File: src/rtl/fpu_issue_ctrl_pkg.sv
// ---------------------------------------------------------------------------
// fpu_issue_ctrl_pkg
//
// Shared definitions for the FP issue/complete sequencer:
//   - FOP* opcode encodings as seen by the floating-point ALU
//   - sequencer FSM state encodings
//   - default per-class latencies and the latency counter width
//   - sticky exception flag bit positions for the FCSR fflags view
// ---------------------------------------------------------------------------
package fpu_issue_ctrl_pkg;

  localparam int OP_W = 5;

  // FP ALU opcodes. Codes not listed here are undefined and are treated
  // as single-cycle miscellaneous operations by the sequencer.
  localparam logic [OP_W-1:0] FOPADD    = 5'd0;
  localparam logic [OP_W-1:0] FOPSUB    = 5'd1;
  localparam logic [OP_W-1:0] FOPMUL    = 5'd2;
  localparam logic [OP_W-1:0] FOPDIV    = 5'd3;
  localparam logic [OP_W-1:0] FOPSQRT   = 5'd4;
  localparam logic [OP_W-1:0] FOPABS    = 5'd5;
  localparam logic [OP_W-1:0] FOPNEG    = 5'd6;
  localparam logic [OP_W-1:0] FOPSGNJ   = 5'd7;
  localparam logic [OP_W-1:0] FOPSGNJN  = 5'd8;
  localparam logic [OP_W-1:0] FOPSGNJX  = 5'd9;
  localparam logic [OP_W-1:0] FOPCVTSW  = 5'd10;
  localparam logic [OP_W-1:0] FOPCVTWS  = 5'd11;
  localparam logic [OP_W-1:0] FOPCVTSWU = 5'd12;
  localparam logic [OP_W-1:0] FOPCVTWUS = 5'd13;
  localparam logic [OP_W-1:0] FOPCEQ    = 5'd14;
  localparam logic [OP_W-1:0] FOPCLT    = 5'd15;
  localparam logic [OP_W-1:0] FOPCLE    = 5'd16;
  localparam logic [OP_W-1:0] FOPMAX    = 5'd17;
  localparam logic [OP_W-1:0] FOPMIN    = 5'd18;

  // Default latencies (cycles the operands must be held stable).
  localparam int DEF_LAT_ADD  = 7;
  localparam int DEF_LAT_MUL  = 5;
  localparam int DEF_LAT_DIV  = 6;
  localparam int DEF_LAT_SQRT = 16;
  localparam int DEF_LAT_CVT  = 6;
  localparam int DEF_LAT_CMP  = 1;
  localparam int DEF_LAT_MISC = 1;
  localparam int DEF_CNT_W    = 5;

  // Sequencer states.
  typedef enum logic [1:0] {
    ST_IDLE = 2'd0,
    ST_BUSY = 2'd1,
    ST_DONE = 2'd2
  } fsm_state_e;

  // Bit positions inside the 3-bit sticky fflags vector {NV, OF, UF}.
  localparam int FLAG_NV = 2;
  localparam int FLAG_OF = 1;
  localparam int FLAG_UF = 0;

  // Pack the ALU exception outputs into fflags order.
  function automatic logic [2:0] pack_flags(input logic nv, input logic of_,
                                            input logic uf);
    logic [2:0] f;
    f          = '0;
    f[FLAG_NV] = nv;
    f[FLAG_OF] = of_;
    f[FLAG_UF] = uf;
    return f;
  endfunction

endpackage : fpu_issue_ctrl_pkg

File: src/rtl/fpu_lat_lut.sv
// ---------------------------------------------------------------------------
// fpu_lat_lut
//
// Purely combinational opcode -> latency decode. Kept as its own block so the
// same table can drive both the issue sequencer and any hazard/scoreboard
// logic that needs to know how long an FP op occupies the ALU.
//
// Ports:
//   iop   in   OP_W   FOP* opcode
//   olat  out  CNT_W  cycles the ALU needs with stable inputs
// ---------------------------------------------------------------------------
module fpu_lat_lut
  import fpu_issue_ctrl_pkg::*;
#(
  parameter int LAT_ADD  = DEF_LAT_ADD,
  parameter int LAT_MUL  = DEF_LAT_MUL,
  parameter int LAT_DIV  = DEF_LAT_DIV,
  parameter int LAT_SQRT = DEF_LAT_SQRT,
  parameter int LAT_CVT  = DEF_LAT_CVT,
  parameter int LAT_CMP  = DEF_LAT_CMP,
  parameter int LAT_MISC = DEF_LAT_MISC,
  parameter int CNT_W    = DEF_CNT_W
) (
  input  logic [OP_W-1:0]  iop,
  output logic [CNT_W-1:0] olat
);

  always_comb begin
    olat = CNT_W'(LAT_MISC);
    case (iop)
      FOPADD, FOPSUB:                               olat = CNT_W'(LAT_ADD);
      FOPMUL:                                       olat = CNT_W'(LAT_MUL);
      FOPDIV:                                       olat = CNT_W'(LAT_DIV);
      FOPSQRT:                                      olat = CNT_W'(LAT_SQRT);
      FOPCVTSW, FOPCVTWS, FOPCVTSWU, FOPCVTWUS:     olat = CNT_W'(LAT_CVT);
      FOPCEQ, FOPCLT, FOPCLE, FOPMAX, FOPMIN:       olat = CNT_W'(LAT_CMP);
      // Sign-manipulation ops and undefined codes fall through to LAT_MISC.
      default:                                      olat = CNT_W'(LAT_MISC);
    endcase
  end

endmodule : fpu_lat_lut

File: src/rtl/fpu_issue_ctrl.sv
// ---------------------------------------------------------------------------
// fpu_issue_ctrl
//
// Issue/complete sequencer sitting in front of the pipelined FP ALU.
// Registers one operation (operands + opcode) so the ALU sees stable inputs,
// counts down the opcode latency, then captures result, compare bit and
// exception flags. Keeps the sticky fflags {NV, OF, UF} for the FCSR.
//
// Ports:
//   iclock, ireset             clock, asynchronous active-high reset
//   istart, iop, ia, ib        issue request (sampled only while oready=1)
//   iclrflags                  clear sticky fflags on the next edge
//   odataa, odatab, ocontrol   registered operands/opcode to the ALU
//   iresult, icompresult       ALU result and compare bit
//   inan, izero, ioverflow,
//   iunderflow                 ALU exception flags
//   oready, obusy, odone       handshake / status (odone is a 1-cycle pulse)
//   oresult, ocomp             captured result/compare, held until next done
//   offlags                    sticky {NV, OF, UF}
//
// Timing: accept on edge E0, odone is high in the cycle after E(LAT+1), the
// sequencer is back in IDLE after E(LAT+2) and can accept on E(LAT+3).
// ---------------------------------------------------------------------------
module fpu_issue_ctrl
  import fpu_issue_ctrl_pkg::*;
#(
  parameter int LAT_ADD  = DEF_LAT_ADD,
  parameter int LAT_MUL  = DEF_LAT_MUL,
  parameter int LAT_DIV  = DEF_LAT_DIV,
  parameter int LAT_SQRT = DEF_LAT_SQRT,
  parameter int LAT_CVT  = DEF_LAT_CVT,
  parameter int LAT_CMP  = DEF_LAT_CMP,
  parameter int LAT_MISC = DEF_LAT_MISC,
  parameter int CNT_W    = DEF_CNT_W
) (
  input  logic            iclock,
  input  logic            ireset,
  input  logic            istart,
  input  logic [OP_W-1:0] iop,
  input  logic [31:0]     ia,
  input  logic [31:0]     ib,
  input  logic            iclrflags,
  output logic [31:0]     odataa,
  output logic [31:0]     odatab,
  output logic [OP_W-1:0] ocontrol,
  input  logic [31:0]     iresult,
  input  logic            inan,
  input  logic            izero,
  input  logic            ioverflow,
  input  logic            iunderflow,
  input  logic            icompresult,
  output logic            oready,
  output logic            obusy,
  output logic            odone,
  output logic [31:0]     oresult,
  output logic            ocomp,
  output logic [2:0]      offlags
);

  fsm_state_e       state_q, state_d;
  logic [CNT_W-1:0] cnt_q, cnt_d;
  logic [CNT_W-1:0] lat;
  logic [31:0]      dataa_q, dataa_d;
  logic [31:0]      datab_q, datab_d;
  logic [OP_W-1:0]  ctrl_q, ctrl_d;
  logic [31:0]      result_q, result_d;
  logic             comp_q, comp_d;
  logic [2:0]       flags_q, flags_d;

  logic accept;   // IDLE and a request present on this edge
  logic capture;  // last BUSY cycle: ALU outputs are valid now
  logic retire;   // DONE cycle: return to IDLE on this edge

  // The zero flag is neither sticky nor exported; it is deliberately dropped.
  logic izero_unused;
  assign izero_unused = izero;

  fpu_lat_lut #(
    .LAT_ADD  (LAT_ADD),
    .LAT_MUL  (LAT_MUL),
    .LAT_DIV  (LAT_DIV),
    .LAT_SQRT (LAT_SQRT),
    .LAT_CVT  (LAT_CVT),
    .LAT_CMP  (LAT_CMP),
    .LAT_MISC (LAT_MISC),
    .CNT_W    (CNT_W)
  ) u_lat_lut (
    .iop  (iop),
    .olat (lat)
  );

  assign accept  = (state_q == ST_IDLE) && istart;
  assign capture = (state_q == ST_BUSY) && (cnt_q == '0);
  assign retire  = (state_q == ST_DONE);

  // -------------------------------------------------------------------------
  // FSM: state register
  // -------------------------------------------------------------------------
  always_ff @(posedge iclock or posedge ireset) begin
    if (ireset) begin
      state_q <= ST_IDLE;
    end else begin
      state_q <= state_d;
    end
  end

  // -------------------------------------------------------------------------
  // FSM: next-state logic
  // -------------------------------------------------------------------------
  always_comb begin
    state_d = state_q;
    case (state_q)
      ST_IDLE: if (istart)        state_d = ST_BUSY;
      ST_BUSY: if (cnt_q == '0)   state_d = ST_DONE;
      ST_DONE:                    state_d = ST_IDLE;
      default:                    state_d = ST_IDLE;
    endcase
  end

  // -------------------------------------------------------------------------
  // FSM: outputs
  // -------------------------------------------------------------------------
  always_comb begin
    oready = 1'b0;
    obusy  = 1'b0;
    odone  = 1'b0;
    case (state_q)
      ST_IDLE: oready = 1'b1;
      ST_BUSY: obusy  = 1'b1;
      ST_DONE: begin
        obusy = 1'b1;
        odone = 1'b1;
      end
      default: oready = 1'b1;
    endcase
  end

  // -------------------------------------------------------------------------
  // Datapath next-state
  // -------------------------------------------------------------------------
  always_comb begin
    cnt_d    = cnt_q;
    dataa_d  = dataa_q;
    datab_d  = datab_q;
    ctrl_d   = ctrl_q;
    result_d = result_q;
    comp_d   = comp_q;

    if (accept) begin
      dataa_d = ia;
      datab_d = ib;
      ctrl_d  = iop;
      cnt_d   = lat;
    end else if ((state_q == ST_BUSY) && (cnt_q != '0)) begin
      cnt_d = cnt_q - 1'b1;
    end

    // Opcode goes back to the ALU default once the op has retired; the
    // operand registers intentionally keep their last values.
    if (retire) begin
      ctrl_d = '0;
    end

    if (capture) begin
      result_d = iresult;
      comp_d   = icompresult;
    end
  end

  // Clear first, then OR in the capturing op's flags, so a clear that lands
  // on a capture edge leaves exactly the new op's exceptions.
  always_comb begin
    flags_d = iclrflags ? 3'b000 : flags_q;
    if (capture) begin
      flags_d = flags_d | pack_flags(inan, ioverflow, iunderflow);
    end
  end

  always_ff @(posedge iclock or posedge ireset) begin
    if (ireset) begin
      cnt_q    <= '0;
      dataa_q  <= '0;
      datab_q  <= '0;
      ctrl_q   <= '0;
      result_q <= '0;
      comp_q   <= 1'b0;
      flags_q  <= 3'b000;
    end else begin
      cnt_q    <= cnt_d;
      dataa_q  <= dataa_d;
      datab_q  <= datab_d;
      ctrl_q   <= ctrl_d;
      result_q <= result_d;
      comp_q   <= comp_d;
      flags_q  <= flags_d;
    end
  end

  assign odataa   = dataa_q;
  assign odatab   = datab_q;
  assign ocontrol = ctrl_q;
  assign oresult  = result_q;
  assign ocomp    = comp_q;
  assign offlags  = flags_q;

endmodule : fpu_issue_ctrl

File: config.mk
export PLATFORM = sky130hd
export DESIGN_NAME = fpu_issue_ctrl
export DESIGN_NICKNAME = d
export VERILOG_FILES = /design/src/rtl/fpu_issue_ctrl_pkg.sv /design/src/rtl/fpu_lat_lut.sv /design/src/rtl/fpu_issue_ctrl.sv
export SDC_FILE = /design/constraint.sdc
export NUM_CORES = 1
export LEC_CHECK = 0
export CAP_MARGIN = 20
export CORE_UTILIZATION = 35
export CTS_CLUSTER_SIZE = 40
export DETAILED_ROUTE_END_ITERATION = 12
export PLACE_DENSITY = 0.78
export SYNTH_ARGS = -nofsm -noshare
export SYNTH_HDL_FRONTEND = slang
export SYNTH_SLANG_ARGS = --single-unit
File: constraint.sdc
create_clock -name iclock -period 7.62 [get_ports iclock]
set_input_delay 2.286 -clock iclock [delete_from_list [all_inputs] [get_ports iclock]]
set_output_delay 2.286 -clock iclock [all_outputs]
set_load 0.01 [all_outputs]
# == Yosys cells after proc, flatten, opt, wreduce, memory -nomap -nowiden ==
# Memories as Yosys holds them, arrays and structs flattened.
# Cells that the tools add are included.
# totals
input_bits,110
out_inout_bits,108
rom_bits,128
wordCells,37
mem_count,1
regBits,112
# op_classes
bitwise,1
eq_ne,4
n_reduce_logical,10
add_sub_neg,1
mux,12
# mem_list
memory,words,width,rd,rd_ports_with_merged_regs,write_ports,line_no,rtl
(name not given),32,4,1,0,0,fpu_lat_lut.sv:30,case (iop)
# op_table
op,n
$mux 5,4
$mux 3,2
$logic_not 5->1,1
$reduce_bool 5->1,1
$sub 5x1->5 const B,1
$mux 2,2
$ne 2x2->1 const B,2
$pmux 2 s2,1
$reduce_bool 2->1,2
$logic_and 1x1->1,3
$mux 1,3
$or 3x3->3,1
$eq 2x1->1 const B,1
$eq 2x2->1 const B,1
$logic_not 2->1,1
$reduce_and 2->1,1
$reduce_or 2->1,1

# == Logic depth before layout (Yosys ltp) ==
# depth
depth_word,4
mapped_depth,8
depth_no_buf,6

# == By module ==
# Synthesis repeated with hierarchy kept, for this count alone.
# unflattened
hier_cells,439
area_unflattened_um2,4593.2
# by_module_without_submodules
module,cells_per_inst,n_inst,area_each_um2,seq_area_each_um2
fpu_issue_ctrl,426,1,4508.1,2802.7
fpu_lat_lut,13,1,85.1,0.0

# == Least setup slack after synthesis ==
# No wires, ideal clock.
# synth_path
path_kind,reg2out
start,reg state_q[0]
end,out oready
path_slack_ns,4.481
arrival_time_ns,0.853
path_buffers,0
path_stages_with_launch,4
required_ns,5.334
path_cell_list,dfrtp_1 -> inv_1 -> ha_1 -> inv_1
# synth_via
elab_chain_cells,3
word_cells_on_any_way,4
cone_classes,2 x eq/ne; 1 x mux; 1 x reduce/logical
# synth_rtl
item,line_no,rtl
from (decl),fpu_issue_ctrl.sv:60,"fsm_state_e state_q, state_d;"
from (signal assigned),fpu_issue_ctrl.sv:103,state_q <= state_d;
$eq 2x2->1 or $eq 2x1->1 (tied branches),fpu_issue_ctrl.sv:127,case (state_q)
$reduce_or 2->1 (no line) *,--,
$mux 1 *,fpu_issue_ctrl.sv:127,
to (decl),fpu_issue_ctrl.sv:52,"output logic oready,"
# Every way passes the cells marked *; elsewhere a longest branch is shown, timed or not.

# == Worst setup path after layout ==
# layout_path
start,reg state_q[0]
end,out odone
# layout_via
elab_chain_cells,2
# layout_rtl
item,line_no,rtl
$eq 2x2->1,fpu_issue_ctrl.sv:127,
$mux 1,fpu_issue_ctrl.sv:127,
to (decl),fpu_issue_ctrl.sv:54,"output logic odone,"
# Every way passes these cells.

==> flow_metrics.py <==
metrics = {
    "outcome": {
        "status": "completed",
    },
    "synth": {
        "yosysWarnings": 0,
        "yosys_most_used_dff": "dfrtp_1",
        "synth_cell_type_count": 33,
        "syn_area_um2": 4550,
        "synthesis.instances": 430,
        "synth-seq-area-share": 0.616,
        "synth-edff-count": 0,
        "synth_nets": 545,
        "synth_area_per_cell_um2": 10.6,
        "synth-seq-cells": 112,
        "async_reset_ff_frac": 1.00,
    },
    "placed_design": {
        "dp_cells": 801,
        "dp_hpwl_um": 8510,
        "gp_congestion": 0.754,
        "portBuffers": 216,
    },
    "grt": {
        "antenna_found_initial": 0,
        "grt_use_total": 0.171,
        "grt.busiest_layer": "met2",
        "grt_pass1_vias": 3634,
        "met2_usage": 0.294,
        "grt_use_met3": 0.0392,
        "use_met1": 0.203,
        "grt_pass1_wl_um": 17700,
        "overflow": 0,
        "grt_max_degree": 69,
    },
    "die": {
        "row_count": 41,
        "die_h_um": 116,
        "die_area_um2": 13500,
        "start_util": 0.360,
        "io_pins": 218,
        "core_area_um2": 12600,
        "die_w_um": 116,
    },
    "sta": {
        "finalCriticalPeriod_ns": 4.03,
        "grt_setup_unrepaired": "false",
        "hold_violations": 0,
        "fin_worst_skew_ns": 0.00608,
        "relSlewSlack": 0.258,
        "setup_viol": 0,
        "tns_ns": 0,
        "tightest_slew_ns": 1.11,
        "maxSlewViolCount": 0,
        "finalCritPeriodShare": 0.529,
        "fmax_mhz": 248,
    },
    "clock_tree": {
        "htreeDepth": 3,
        "postCtsResizedCells": 0,
        "clkTransAtPathRegs_ns": 0.07,
        "postCtsSetupBuffers": 0,
        "clock-root-buffer": "clkbuf_16",
        "cts_sinks": 112,
        "clk_latency_ns": 0.34,
        "cts_tree": "built",
        "clockBufferDepth": 2,
        "postCtsHoldBufs": 0,
        "cts_made_buffers": 9,
    },
    "route": {
        "ant_nets": 0,
        "vias": 3694,
        "drt-total-wl_um": 11700,
        "first_iter_violations": 187,
        "dr.pass1.iters": 4,
        "vias_per_cell": 4.52,
        "wl_per_cell_um": 14.3,
        "drcViolationCount": 0,
    },
    "setup_path": {
        "arrival_ns": 1.74,
        "ff2ff_path_depth": 5,
        "critical_path.startpoint_type": "register",
        "cp_max_fo": 6,
        "criticalPathCategory": "register to output port",
        "rrSetupSlack_ns": 5.26,
        "crit_required_ns": 5.33,
        "crit_path_end_kind": "output port",
    },
    "finish": {
        "instances_no_fill": 817,
        "syn_to_final_growth_pct": 56.2,
        "nets": 755,
        "num_antenna_cells": 0,
        "drive_above_1_share": 0.0884,
    },
    "hold_path": {
        "whs_path_depth": 2,
        "worstHoldPathType": "register to register",
    },
    "pwr": {
        "power_density_nw_per_um2": 403,
        "p_leak_uw": 0.00330,
        "peakVddDrop_v": 0.000191,
    },
    "job": {
        "cap_violations": 0,
    },
}
critical path: stages, from the launching register on:
cell	delay [ns]
dfrtp_1	0.40
inv_1	0.11
ha_1	0.30
clkdlybuf4s50_1	0.59
worst paths after layout:
check / to / startpoint
max: odone / state_q[0]$_DFFE_PP0P_
min in group asynchronous: oresult[9]$_DFFE_PP0P_ / ireset
min: odataa[13]$_DFFE_PP0P_ / odataa[13]$_DFFE_PP0P_
max reg2reg: oresult[4]$_DFFE_PP0P_ / state_q[1]$_DFFE_PP0P_
min reg2reg: odataa[13]$_DFFE_PP0P_ / odataa[13]$_DFFE_PP0P_
max in group asynchronous: oresult[8]$_DFFE_PP0P_ / ireset
synth_stat cells (2+ instances only):
cell type  number  area, µm²
nor2b_1         2       12.5
o21ai_0         4       20.0
buf_2           2       10.0
o22ai_1         2       12.5
a21oi_1         6       30.0
nor2_1          5       18.8
buf_12          3       60.1
mux2_4         26        390
buf_1           8       30.0
dfrtp_1       112       2800
ha_1            5       62.6
inv_1          12       45.0
nand2_1       209        785
mux2_2          8       90.1
xnor2_1         3       26.3
clkbuf_1        6       22.5
power by group:
group,total (µW),switching [µW],internal [µW]
Sequential,1030,154,879
Clock,456,202,254
Combinational,1370,587,786
Total,2860,943,1920
final cells by class:
| cell class | count | area [µm²] |
|---|---|---|
| fillers | 1098 | 5520 |
| multi-input cells | 286 | 1570 |
| clock inverters | 4 | 45.0 |
| repair buffers | 219 | 2180 |
| inverters | 12 | 47.5 |
| flip-flops and latches | 112 | 2800 |
| clock buffers | 12 | 236 |
| well taps | 172 | 215 |
registers in the layout (all words and copies together), names as in the netlist:
signal,flops
odatab,32
cnt_q,5
state_q,2
odataa,32
oresult,32
ocontrol,5
offlags,3
ocomp,1
logic make-up after synthesis:
group	Yosys count	share of synthesized area
DFF	112	0.616
muxes	34	0.106
AOI/OAI and AO/OA	19	0.0270
buffers and inverters	32	0.0393
xor gates and xnor gates	3	0.00578
and+or+nand+nor	225	0.192
adders and majority gates	5	0.0138
routing by layer:
metal / part of all wire / vias to the layer above
met5: 0 / -
met2: 0.51 / 116
met4: 0.023 / 0
li1: - / 1773
met3: 0.060 / 23
met1: 0.41 / 1782
placed cells by master, fill, tap and decap left out, drive strengths merged, types with 3 or more instances in the layout:
cell,netlist,routed
clkinv,0,3
buf,14,3
clkdlybuf4s50,0,216
ha,5,5
nor2,5,5
nand2,209,209
dfrtp,112,112
a21oi,7,7
xnor2,3,3
clkbuf,6,12
o21ai,4,4
inv,12,12
mux2,34,34
per-stage QoR:
step	total power (µW)	hold WS (ns)	area, µm²	worst slack (ns)	utilization
6_report	2860	0.472	7100	3.59	0.563
5_1_grt	3050	0.499	7100	3.50	0.563
4_1_cts	2900	0.479	7100	3.57	0.563
3_5_place_dp	2430	0.461	6820	3.41	0.541
3_3_place_gp	2380	0.458	6820	3.44	0.541
2_1_floorplan	1700	0.510	4550	2.37	-
(Power assumes the default switching activity.)
